<file path="config.mk">
export PLATFORM = sky130hd
export DESIGN_NAME = ov7670_capture
export DESIGN_NICKNAME = d
export VERILOG_FILES = /design/src/rtl/ov7670_capture.sv
export SDC_FILE = /design/constraint.sdc
export NUM_CORES = 1
export LEC_CHECK = 0
export BUFFER_PORTS_ARGS = -buffer_cell sky130_fd_sc_hd__buf_2
export CAP_MARGIN = 20
export CORE_MARGIN = 2
export CORE_UTILIZATION = 50
export CTS_CLUSTER_SIZE = 28
export DETAILED_ROUTE_END_ITERATION = 12
export HOLD_SLACK_MARGIN = 0.02
export PLACE_DENSITY_LB_ADDON = 0.05
export SLEW_MARGIN = 5
export SYNTH_ARGS = -nofsm -noshare
export SYNTH_HDL_FRONTEND = slang
export SYNTH_SLANG_ARGS = --single-unit
</file>
<file path="constraint.sdc">
create_clock -name clk -period 1.9 [get_ports clk]
set_input_delay 0.095 -clock clk [delete_from_list [all_inputs] [get_ports clk]]
set_output_delay 0.095 -clock clk [all_outputs]
set_load 0.01 [all_outputs]
</file>
<file path="src/rtl/ov7670_capture.sv">
// ov7670_capture
//   Samples the OV7670 byte stream (VSYNC/HREF/D) on PCLK, assembles 2-byte
//   pixels, keeps one pixel in H_DECIM per line and one line in V_DECIM per
//   frame, and writes one 8-bit word per kept pixel into the frame buffer.
//
//   Build option: define CAP_RGB332_EN to pack an RGB565 pair {b0,b1} into
//   RGB332 ({b0[7:5], b0[2:0], b1[4:3]}). Left undefined, the word written
//   is the first byte of each pair (luma in YUYV order).
//
// Ports
//   clk        in   camera PCLK, all logic on its rising edge
//   rst_n      in   asynchronous active-low reset
//   cap_en     in   capture enable, looked at only when a frame starts
//   cam_vsync  in   VSYNC, high between frames
//   cam_href   in   HREF, high while line bytes are valid
//   cam_d      in   [7:0] pixel byte
//   wea        out  frame buffer write strobe, one clk per kept pixel
//   addra      out  [14:0] write address, linear from 0 each frame
//   din        out  [7:0] pixel word
//   frame_done out  one-clk pulse at the end of a captured frame
//   overflow   out  sticky per frame: a kept pixel fell beyond FB_DEPTH
//   busy       out  high while capturing a frame
module ov7670_capture #(
  parameter int H_DECIM  = 10,
  parameter int V_DECIM  = 10,
  parameter int FB_DEPTH = 4096
) (
  input  logic        clk,
  input  logic        rst_n,
  input  logic        cap_en,
  input  logic        cam_vsync,
  input  logic        cam_href,
  input  logic [7:0]  cam_d,
  output logic        wea,
  output logic [14:0] addra,
  output logic [7:0]  din,
  output logic        frame_done,
  output logic        overflow,
  output logic        busy
);

  localparam int HW = (H_DECIM > 1) ? $clog2(H_DECIM) : 1;
  localparam int VW = (V_DECIM > 1) ? $clog2(V_DECIM) : 1;
  localparam logic [15:0] DEPTH_W = 16'(FB_DEPTH);

  typedef enum logic [1:0] {SYNC, ARMED, CAPTURE} state_t;

  state_t          r_state;
  state_t          w_state_next;
  logic            w_frame_end;

  logic            r_v, r_h, r_v_d, r_h_d;
  logic [7:0]      r_d, r_b0;
  logic            r_phase;
  logic [HW-1:0]   r_h_cnt;
  logic [VW-1:0]   r_v_cnt;
  logic            r_wea, r_frame_done, r_overflow;
  logic [14:0]     r_addra;
  logic [7:0]      r_din;

  logic            w_v_rise, w_v_fall, w_cap_start, w_active, w_keep, w_addr_ok;
  logic [HW-1:0]   w_h_cnt_next;
  logic [VW-1:0]   w_v_cnt_next;
  logic [7:0]      w_pix;

  assign w_v_rise    = r_v & ~r_v_d;
  assign w_v_fall    = ~r_v & r_v_d;
  assign w_cap_start = (r_state == ARMED) & w_v_fall & cap_en;
  // The clk that sees the closing VSYNC edge must not finish a pending pixel.
  assign w_active    = (r_state == CAPTURE) & ~w_v_rise;
  assign w_keep      = (r_h_cnt == '0) & (r_v_cnt == '0);
  assign w_addr_ok   = ({1'b0, r_addra} < DEPTH_W);

  assign w_h_cnt_next = (r_h_cnt == HW'(H_DECIM - 1)) ? '0 : r_h_cnt + HW'(1);
  assign w_v_cnt_next = (r_v_cnt == VW'(V_DECIM - 1)) ? '0 : r_v_cnt + VW'(1);

`ifdef CAP_RGB332_EN
  // r_d holds the second byte of the pair on the completing clk.
  assign w_pix = {r_b0[7:5], r_b0[2:0], r_d[4:3]};
`else
  assign w_pix = r_b0;
`endif

  always_ff @(posedge clk or negedge rst_n) begin
    if (!rst_n) begin
      r_state <= SYNC;
    end else begin
      r_state <= w_state_next;
    end
  end

  always_comb begin
    w_state_next = r_state;
    w_frame_end  = 1'b0;
    case (r_state)
      SYNC:    if (r_v) w_state_next = ARMED;
      ARMED:   if (w_cap_start) w_state_next = CAPTURE;
      CAPTURE: begin
        if (w_v_rise) begin
          w_state_next = ARMED;
          w_frame_end  = 1'b1;
        end
      end
      default: w_state_next = SYNC;
    endcase
  end

  always_ff @(posedge clk or negedge rst_n) begin
    if (!rst_n) begin
      r_v          <= 1'b0;
      r_h          <= 1'b0;
      r_d          <= 8'd0;
      r_v_d        <= 1'b0;
      r_h_d        <= 1'b0;
      r_b0         <= 8'd0;
      r_phase      <= 1'b0;
      r_h_cnt      <= '0;
      r_v_cnt      <= '0;
      r_wea        <= 1'b0;
      r_addra      <= 15'd0;
      r_din        <= 8'd0;
      r_frame_done <= 1'b0;
      r_overflow   <= 1'b0;
    end else begin
      r_v          <= cam_vsync;
      r_h          <= cam_href;
      r_d          <= cam_d;
      r_v_d        <= r_v;
      r_h_d        <= r_h;
      r_wea        <= 1'b0;
      r_frame_done <= w_frame_end;
      // addra keeps the written address during wea and moves on afterwards;
      // writes only happen below FB_DEPTH, so it saturates at FB_DEPTH.
      if (r_wea) begin
        r_addra <= r_addra + 15'd1;
      end
      if (w_cap_start) begin
        r_addra    <= 15'd0;
        r_overflow <= 1'b0;
        r_phase    <= 1'b0;
        r_h_cnt    <= '0;
        r_v_cnt    <= '0;
      end else if (w_active) begin
        if (r_h) begin
          r_phase <= ~r_phase;
          if (!r_phase) begin
            r_b0 <= r_d;
          end else begin
            r_h_cnt <= w_h_cnt_next;
            if (w_keep) begin
              if (w_addr_ok) begin
                r_wea <= 1'b1;
                r_din <= w_pix;
              end else begin
                r_overflow <= 1'b1;
              end
            end
          end
        end else if (r_h_d) begin
          // End of line: an odd trailing byte is dropped here.
          r_phase <= 1'b0;
          r_h_cnt <= '0;
          r_v_cnt <= w_v_cnt_next;
        end
      end
    end
  end

  assign wea        = r_wea;
  assign addra      = r_addra;
  assign din        = r_din;
  assign frame_done = r_frame_done;
  assign overflow   = r_overflow;
  assign busy       = (r_state == CAPTURE);

endmodule
</file>
==> impl_metrics.toml, run 1 <==
[global_routing]
grt_first_pass_wirelength_um = 7960
use_met1_pct = 27.2
grt_pass1_vias = 1730
grt_max_degree = 38
overflow = 0
grt_usage_pct = 19.8
grt_antenna_before_repair = 0
met3_usage_pct = 7.32
grtUsageMet2_pct = 27.7
grt-busiest-layer = "met2"

[placement]
place_congestion = 0.816
dpl.hpwl_um = 3180
portBuffers = 39

[worst_setup_path]
required_ns = 2.12
worst-endpoint-arrival_ns = 2.04
path_class = "reg2reg"
cp_slowest_cell = "dfrtp_1"
worst-path-buf-inv = 2
crit_path_cell_trace = "inv_2, ha_1, and4bb_2, nand4_1, nor3_4, buf_12, mux2_2"
crit_family = "simple AND/OR/NAND/NOR gates"
path_max_fanout = 9
start_kind = "flop"
crit_path_end_kind = "flop"
slowest_delay_ns = 0.41

[cells_and_area]
final_util_pct = 65.5
num_antenna_cells = 0
num-nets-final = 290
area_delta_synth_final_pct = 25.6
fill_cells = 381
final_layout_size_suffix_gt1_share_pct = 32.6

[pwr]
power_density_nw_per_um2 = 841
p_sw_mw = 0.621
ir_drop_v = 0.000599
sequentialPowerShare_pct = 53.5
share_comb_of_total_power_pct = 9.6
total_power_mw = 2.60
p_int_mw = 1.98
switching_share_pct = 23.9
clockPowerShare_pct = 36.9
p_leak_nw = 1.52

[synth]
ys_seq_elements = 57
synth-edff-count = 0
yosysSeqAreaShare_pct = 57.9
synth_ff_type = "dfrtp_1"
synth_cell_type_count = 44
ys_warn_count = 0
synthArstFlopShare_pct = 100
syn_inst = 204
synth_nets = 224
avgSynthCellArea_um2 = 12.1
synth_area_um2 = 2460

[clock_network]
clkTransAtPathRegs_ns = 0.06
htreeDepth = 3
cts_buffer_depth = 2
cts_num_sinks = 57
cts_buffers = 9
cts_tree = "yes"
root_buffer = "clkbuf_8"
clock_latency_ns = 0.33

[timing]
clock.fmax_ghz = 0.549
finalWorstPathRequiredPeriod_ns = 1.82
skew_ns = 0.00521
hold_viol_final = 0
worst_pin_slew_ns = 0.499
rsz0062_at_grt = "yes"
finalCritPeriodShare_pct = 95.9
finalSetupViolCount = 0
max-slew-margin-rel_pct = 66.7
slew_viol_final = 0

[routing]
viasPerCell = 5.14
wl_um = 4710
wl_per_cell_um = 13.9
dr_total_vias = 1747
drc = 0
dr.pass1.iters = 4
drtIter0Drc = 108
ant_nets = 0

[status]
status = "complete, no violations"

[die]
io-pin-count = 40
start_util_pct = 52.1
core_area_um2 = 4720
die_h_um = 74.2
dieArea_um2 = 5500
chipWidth_um = 74.2
rows = 25

[worst_hold_path]
hp-class = "in2reg"

[flow_run]
maxCapViolations = 0
==> sequential cells by signal, indices dropped and copies added (netlist names) <==
register,flops
frame_done,1
wea,1
r_v_cnt,4
r_v,1
r_b0,8
r_h,1
r_h_cnt,4
overflow,1
r_v_d,1
din,8
r_h_d,1
r_phase,1
r_d,8
addra,15
r_state,2
==> power groups by stage <==
stage	clock (mW)	combinational, mW	sequential [mW]
5_1_grt	1.05	0.281	1.40
3_3_place_gp	0	0.225	1.41
6_report	0.960	0.250	1.39
3_5_place_dp	0	0.231	1.41
4_1_cts	0.990	0.251	1.39
2_1_floorplan	0	0.134	1.40
==> cell usage after synthesis, types with 3 or more instances <==
cell type / count / area, um2
nor3_1: 3 / 15.0
nand3_1: 8 / 40.0
mux2_2: 19 / 214
xor2_1: 5 / 43.8
nand4_1: 4 / 25.0
nand2_1: 13 / 48.8
o21ai_0: 4 / 20.0
xnor2_1: 7 / 61.3
a22o_1: 4 / 35.0
nor2_1: 20 / 75.1
nor4_1: 3 / 18.8
ha_1: 7 / 87.6
dfrtp_1: 57 / 1430
inv_1: 9 / 33.8
==> per-stage QoR <==
step	hold slack, ns	setup TNS [ns]	worst slack (ns)	std cells	cell area, um2
2_1_floorplan	-0.201	0	0.151	204	2460
3_3_place_gp	0.0902	0	0.144	313	2810
3_5_place_dp	0.0957	0	0.0621	313	2810
4_1_cts	0.0952	0	0.0541	338	3080
5_1_grt	0.121	-0.0557	-0.0128	340	3090
6_report	0.106	0	0.0779	340	3090
==> cell families after synthesis <==
group           Yosys count  share of synthesized area, %
simple gates             73                          16.5
xor+xnor                 12                          4.27
buf+inv                  14                          2.24
compound gates           21                          6.45
fa+ha+maj                 7                          3.56
mux                      20                          9.10
flops                    57                          57.9
==> what timing repair did <==
item                                    4_1_cts  5_1_grt
endpoints found under the hold margin        30        0
hold buffers                                 11        0
endpoints found under the setup margin        0        8
buffers inserted                              0        2
gates resized for setup                       0        2
==> layout by cell type (no fill, tap or decap), types with 8 or more instances in the layout <==
cell type	Yosys	routed
buf_4	0	8
nand2_1	13	13
dlygate4sd3_1	0	11
dfrtp_1	57	57
nor2_1	20	20
nand3_1	8	8
mux2_2	19	19
clkbuf_8	0	11
buf_2	2	39
==> worst register-to-register path: cells and delay by family (launching register included) <==
kind | cells | cell delay [ns]
and+or+nand+nor | 3 | 0.63
DFF | 1 | 0.41
muxes | 1 | 0.32
buffers and inverters | 2 | 0.22
adders and majority gates | 1 | 0.13
==> area by class of cell <==
class | count | area [um2] | area share (%)
sequential | 57 | 1430 | 46.1
multi-input combinational | 133 | 981 | 31.7
timing repair buffer | 60 | 405 | 13.1
clock buffer | 14 | 163 | 5.26
tap | 67 | 83.8 | 2.71
inverter | 9 | 33.8 | 1.09
==> worst paths after layout <==
check / end / cells past startpoint / slack, ns / from
worst max-delay path: din[3]$_DFFE_PN0P_ / 7 / 0.08 / r_h_cnt[1]$_DFFE_PN0P_
worst min-delay path: r_state[0]$_DFFE_PN0P_ / 4 / 0.11 / cap_en
worst max register to register: din[3]$_DFFE_PN0P_ / 7 / 0.08 / r_h_cnt[1]$_DFFE_PN0P_
worst min register to register: r_b0[7]$_DFFE_PN0P_ / 1 / 0.47 / r_d[7]$_DFF_PN0_
max in group asynchronous: r_v_cnt[0]$_DFFE_PN0P_ / 3 / 1.07 / rst_n
min in group asynchronous: addra[7]$_DFFE_PN0P_ / 2 / 0.26 / rst_n
==> layer usage <==
layer / up-vias / part of all wire [%]
li1: 852 / -
met1: 837 / 47
met3: 9 / 7.0
met2: 49 / 44
met5: - / 0
met4: 0 / 1.8
(Power assumes the default switching activity.)
==> run 2, diff against run 1 <==
==> constraint.sdc (replaced) <==
create_clock -name clk -period 1.9 [get_ports clk]
set_input_delay 0.285 -clock clk [delete_from_list [all_inputs] [get_ports clk]]
set_output_delay 0.285 -clock clk [all_outputs]
set_load 0.01 [all_outputs]
==> run 2 against run 1 <==
First-iteration DRC count is 4.6% higher; global-route usage decreased by 1.3 points; clock skew about the same; highest routed layer unchanged; flip-flop and latch count stayed put; critical path depth unchanged; routed wire length shrank 6.2%; register-to-register slack improved by 0.02 ns; critical path type unchanged; worst setup slack better by 0.017 ns; power grew 11%; non-clock buffer count is 12 lower; design area decreased by 1.2%; combinational power down 7%.
==> impl_metrics.toml, run 2 (synthesized netlist as in run 1, its figures left out) <==
[cells_and_area]
layout_common_cells = "dfrtp_1, buf_2, nor2_1"
fill_cells = 369
seq_area_um2 = 1430
multiInputGateArea_um2 = 981
num_antenna_cells = 0
largest_register_ffs = 15
area_delta_synth_final_pct = 24.1
num-nets-final = 278
layout_commonest_cell = "dfrtp_1"
fin_area_um2 = 3060
final_layout_size_suffix_gt1_share_pct = 33.6

[timing]
skew_ns = 0.00545
fin_tns_setup_ns = 0
slew_viol_final = 0
rsz0062_at_grt = "no"
clock.fmax_ghz = 0.554
max-slew-margin-rel_pct = 74.8
hold_viol_final = 0
finalWorstPathRequiredPeriod_ns = 1.81
worst_pin_slew_ns = 0.375
finalCritPeriodShare_pct = 95.0
finalSetupViolCount = 0

[clock_network]
cts_num_sinks = 57
cts_buffer_depth = 2
clock_latency_ns = 0.33
cts_buffers = 9
root_buffer = "clkbuf_8"
clkTransAtPathRegs_ns = 0.06
cts_tree = "yes"
htreeDepth = 3

[pwr]
p_leak_nw = 1.50
total_power_mw = 2.89
p_sw_mw = 0.621
clockPowerShare_pct = 44.1
power_density_nw_per_um2 = 947
share_comb_of_total_power_pct = 8.0
sequentialPowerShare_pct = 47.9
p_int_mw = 2.27
ir_drop_v = 0.000653
switching_share_pct = 21.5

[worst_hold_path]
min_from = "cam_d[3]"
hp-class = "in2reg"
hold_depth = 1
min_to = "r_d[3]$_DFF_PN0_"

[global_routing]
grt_antenna_before_repair = 0
grt_usage_pct = 18.5
grt_max_degree = 58
grt_pass1_vias = 1566
overflow = 0
grt_first_pass_wirelength_um = 7300

[die]
start_util_pct = 52.1
core_area_um2 = 4720
dieArea_um2 = 5500
io-pin-count = 40
die_h_um = 74.2
rows = 25
chipWidth_um = 74.2

[routing]
viasPerCell = 5.12
wl_per_cell_um = 13.4
ant_nets = 0
drtIter0Drc = 113
dr_total_vias = 1683
dr.pass1.iters = 4
wl_um = 4420
drc = 0

[worst_setup_path]
reg2reg_from = "r_h_cnt[1]$_DFFE_PN0P_"
rr_endpoint = "din[3]$_DFFE_PN0P_"
worst-endpoint-arrival_ns = 2.02
start_kind = "flop"
path_class = "reg2reg"
crit_path_end_kind = "flop"
r2r_cells = 7
r2r_setup_slack_ns = 0.09
cp-startpoint = "r_h_cnt[1]$_DFFE_PN0P_"
path_max_fanout = 9
required_ns = 2.11

[placement]
dpl.hpwl_um = 2980
portBuffers = 39
dpl_cell_area_um2 = 2810
place_congestion = 0.844

[status]
status = "complete, no violations"

[flow_run]
maxCapViolations = 0
[run 2: power by group through the flow]
stage	sequential, mW	combinational, mW	clock [mW]
3_5_place_dp	1.41	0.229	0
2_1_floorplan	1.40	0.134	0
5_1_grt	1.40	0.264	1.38
3_3_place_gp	1.41	0.226	0
4_1_cts	1.39	0.232	1.32
6_report	1.39	0.233	1.28
[run 2: worst max-delay path by stage]
| stage | end | slack [ns] | cells after the start |
|---|---|---|---|
| floorplan | din[0]$_DFFE_PN0P_ | 0.15 | 6 |
| global placement | din[1]$_DFFE_PN0P_ | 0.14 | 7 |
| detailed placement | din[2]$_DFFE_PN0P_ | 0.07 | 7 |
| CTS | din[3]$_DFFE_PN0P_ | 0.05 | 7 |
| global route | din[2]$_DFFE_PN0P_ | 0.002 | 7 |
| finish | din[3]$_DFFE_PN0P_ | 0.09 | 7 |
[run 2: area by class of cell]
class / count / share of cell area [%]
multi-input cells: 133 / 32.1
repair buffers: 48 / 9.91
clock inverters: 2 / 1.96
flip-flops and latches: 57 / 46.7
well taps: 67 / 2.74
inverters: 9 / 1.11
clock buffers: 13 / 5.53
[run 2: stage by stage]
step	hold WS, ns	instances	util (%)	worst slack (ns)
2_1_floorplan	-0.0106	204	-	0.151
3_3_place_gp	0.309	312	59.5	0.142
3_5_place_dp	0.305	312	59.5	0.0681
4_1_cts	0.0335	328	64.6	0.0509
5_1_grt	0.0264	329	64.7	0.00216
6_report	0.0571	329	64.7	0.0944
[run 2: timing repair]
| item | CTS | global route |
|---|---|---|
| gates resized for setup | 0 | 0 |
| hold endpoints to repair | 57 | 0 |
| buffers inserted | 0 | 1 |
| hold buffers | 1 | 0 |
| setup endpoints to repair | 0 | 5 |
[run 2: worst max-delay path, cell delays in order (launching register included)]
cell and delay (ns):
dfrtp_1 0.41, inv_1 0.09, ha_1 0.14, and4bb_2 0.21
nand4_1 0.17, nor3_4 0.19, buf_12 0.15, mux2_2 0.33
[run 2: metal layers]
layer | track usage, % | part of all wire, % | up-vias
li1 | - | - | 824
met1 | 24.5 | 48 | 807
met2 | 26.2 | 44 | 42
met3 | 9.21 | 6.3 | 10
met4 | 7.27 | 1.6 | 0
met5 | 0 | 0 | -
==> run 3, diff against run 2 <==
--- a/config.mk
+++ b/config.mk
@@ -13,5 +13,5 @@
 export DETAILED_ROUTE_END_ITERATION = 12
 export HOLD_SLACK_MARGIN = 0.02
-export PLACE_DENSITY_LB_ADDON = 0.05
+export PLACE_DENSITY = 0.76
 export SLEW_MARGIN = 5
 export SYNTH_ARGS = -nofsm -noshare
==> constraint.sdc (replaced) <==
create_clock -name clk -period 1.9 [get_ports clk]
set_input_delay 0.38 -clock clk [delete_from_list [all_inputs] [get_ports clk]]
set_output_delay 0.38 -clock clk [all_outputs]
set_load 0.01 [all_outputs]
==> run 3 against run 2 <==
Worst setup slack got worse by 0.046 ns; non-clock buffer count rose by 1; combinational power rose by 2%; first-iteration DRC count is 56% lower; count of clock-buffer cells in the layout is 3 lower; sequential share of layout area rose by 0.96 points; cell count grew 0.61%; sequential power about the same; register-to-register slack worse by 0.05 ns; routed wire length increased by 5.1%; critical endpoint is now din[2]$_DFFE_PN0P_.
==> impl_metrics.toml, run 3 (synthesized netlist as in run 1, its figures left out) <==
[cells_and_area]
final_layout_size_suffix_gt1_share_pct = 35.6
seq_area_um2 = 1430
fin_area_um2 = 3000
num_antenna_cells = 0
largest_register_ffs = 15
multiInputGateArea_um2 = 983
fill_cells = 375
num-nets-final = 279
layout_common_cells = "dfrtp_1, buf_2, mux2_2, nor2_1, nand2_1"
area_delta_synth_final_pct = 21.6
layout_commonest_cell = "dfrtp_1"

[clock_network]
htreeDepth = 3
cts_buffer_depth = 2
cts_tree = "yes"
root_buffer = "clkbuf_8"
cts_buffers = 9
clock_latency_ns = 0.33
cts_num_sinks = 57
clkTransAtPathRegs_ns = 0.07

[routing]
dr.pass1.iters = 4
ant_nets = 0
wl_um = 4640
drc = 0
dr_total_vias = 1713
viasPerCell = 5.18
drtIter0Drc = 50
wl_per_cell_um = 14.0

[status]
status = "complete, no violations"

[global_routing]
grt-busiest-layer = "met2"
grt_antenna_before_repair = 0
overflow = 0
use_met1_pct = 26.0
met3_usage_pct = 6.78
grtUsageMet2_pct = 28.7
grt_first_pass_wirelength_um = 7910
grt_usage_pct = 19.7
grt_pass1_vias = 1707
grt_max_degree = 58

[pwr]
p_int_mw = 1.91
p_leak_nw = 1.47
power_density_nw_per_um2 = 862
switching_share_pct = 26.2
sequentialPowerShare_pct = 53.8
share_comb_of_total_power_pct = 9.2
p_sw_mw = 0.676
ir_drop_v = 0.000568
clockPowerShare_pct = 37.0

[timing]
worst_pin_slew_ns = 0.388
finalCritPeriodShare_pct = 97.5
layout_setup_ws_ns = 0.0484
finalWorstPathRequiredPeriod_ns = 1.85
hold_viol_final = 0
max-slew-margin-rel_pct = 74.1
finalSetupViolCount = 0
skew_ns = 0.00900
slew_viol_final = 0
rsz0062_at_grt = "yes"
clock.fmax_ghz = 0.540

[die]
core_area_um2 = 4720
io-pin-count = 40
die_h_um = 74.2
chipWidth_um = 74.2
start_util_pct = 52.1
rows = 25
dieArea_um2 = 5500

[flow_run]
maxCapViolations = 0

[worst_setup_path]
path_max_fanout = 9
cp_slowest_cell = "dfrtp_1"
slowest_delay_ns = 0.40
start_kind = "flop"
crit_family = "simple AND/OR/NAND/NOR gates"
worst-endpoint-arrival_ns = 2.06
crit_path_cell_trace = "inv_2, ha_1, and4bb_2, nand4_1, nor3_4, buf_12, mux2_2"
required_ns = 2.11
path_class = "reg2reg"
worst-path-buf-inv = 2
crit_path_end_kind = "flop"

[placement]
dpl.hpwl_um = 3220
portBuffers = 39
pre_cts_slack_ns = 0.0418
dpl_cell_area_um2 = 2800
place_congestion = 0.786

[worst_hold_path]
hp-class = "in2async"
==> run 3: worst paths after layout <==
| kind | slack (ns) | depth (start not counted) | startpoint | to |
|---|---|---|---|---|
| min | 0.03 | 2 | rst_n | addra[8]$_DFFE_PN0P_ |
| max reg2reg | 0.05 | 7 | r_h_cnt[1]$_DFFE_PN0P_ | din[2]$_DFFE_PN0P_ |
| min reg2reg | 0.48 | 1 | r_d[1]$_DFF_PN0_ | r_b0[1]$_DFFE_PN0P_ |
| max in group asynchronous | 1.60 | 2 | rst_n | r_v_cnt[0]$_DFFE_PN0P_ |
| min in group clk | 0.15 | 1 | cam_d[3] | r_d[3]$_DFF_PN0_ |
| max | 0.05 | 7 | r_h_cnt[1]$_DFFE_PN0P_ | din[2]$_DFFE_PN0P_ |
==> run 3: power groups by stage <==
stage / logic [mW] / clock network [mW] / registers (mW)
floorplan: 0.134 / 0 / 1.40
global placement: 0.222 / 0 / 1.40
detailed placement: 0.232 / 0 / 1.41
CTS: 0.235 / 0.992 / 1.39
global route: 0.270 / 1.04 / 1.40
finish: 0.238 / 0.956 / 1.39
==> run 3: repair_timing <==
| item | in CTS | in global routing |
|---|---|---|
| hold buffers | 0 | 0 |
| hold endpoints to repair | 0 | 0 |
| gates resized for setup | 0 | 3 |
| setup endpoints to repair | 0 | 9 |
| buffers inserted | 0 | 3 |
==> run 3: routing by layer <==
layer  up-vias  share of wire [%]
met1       825                 47
met3        11                4.4
met4         0                2.1
met2        52                 46
li1        825                  -
met5         -                  0
==> run 3: layout make-up <==
class | count | area share [%]
clock buffers | 10 | 4.26
clock inverters | 6 | 1.50
flip-flops and latches | 57 | 47.6
well taps | 67 | 2.80
inverters | 9 | 1.13
multi-input cells | 133 | 32.8
repair buffers | 49 | 9.86
==> run 3: stage by stage <==
step / setup TNS [ns] / hold slack, ns / utilization, % / power (mW) / instances
CTS: 0 / 0.0388 / 62.9 / 2.61 / 328
detailed placement: 0 / 0.402 / 59.2 / 1.64 / 312
global route: -0.152 / 0.0549 / 63.4 / 2.72 / 331
global placement: 0 / 0.403 / 59.2 / 1.63 / 312
floorplan: 0 / 0.0844 / - / 1.53 / 204
finish: 0 / 0.0331 / 63.4 / 2.58 / 331
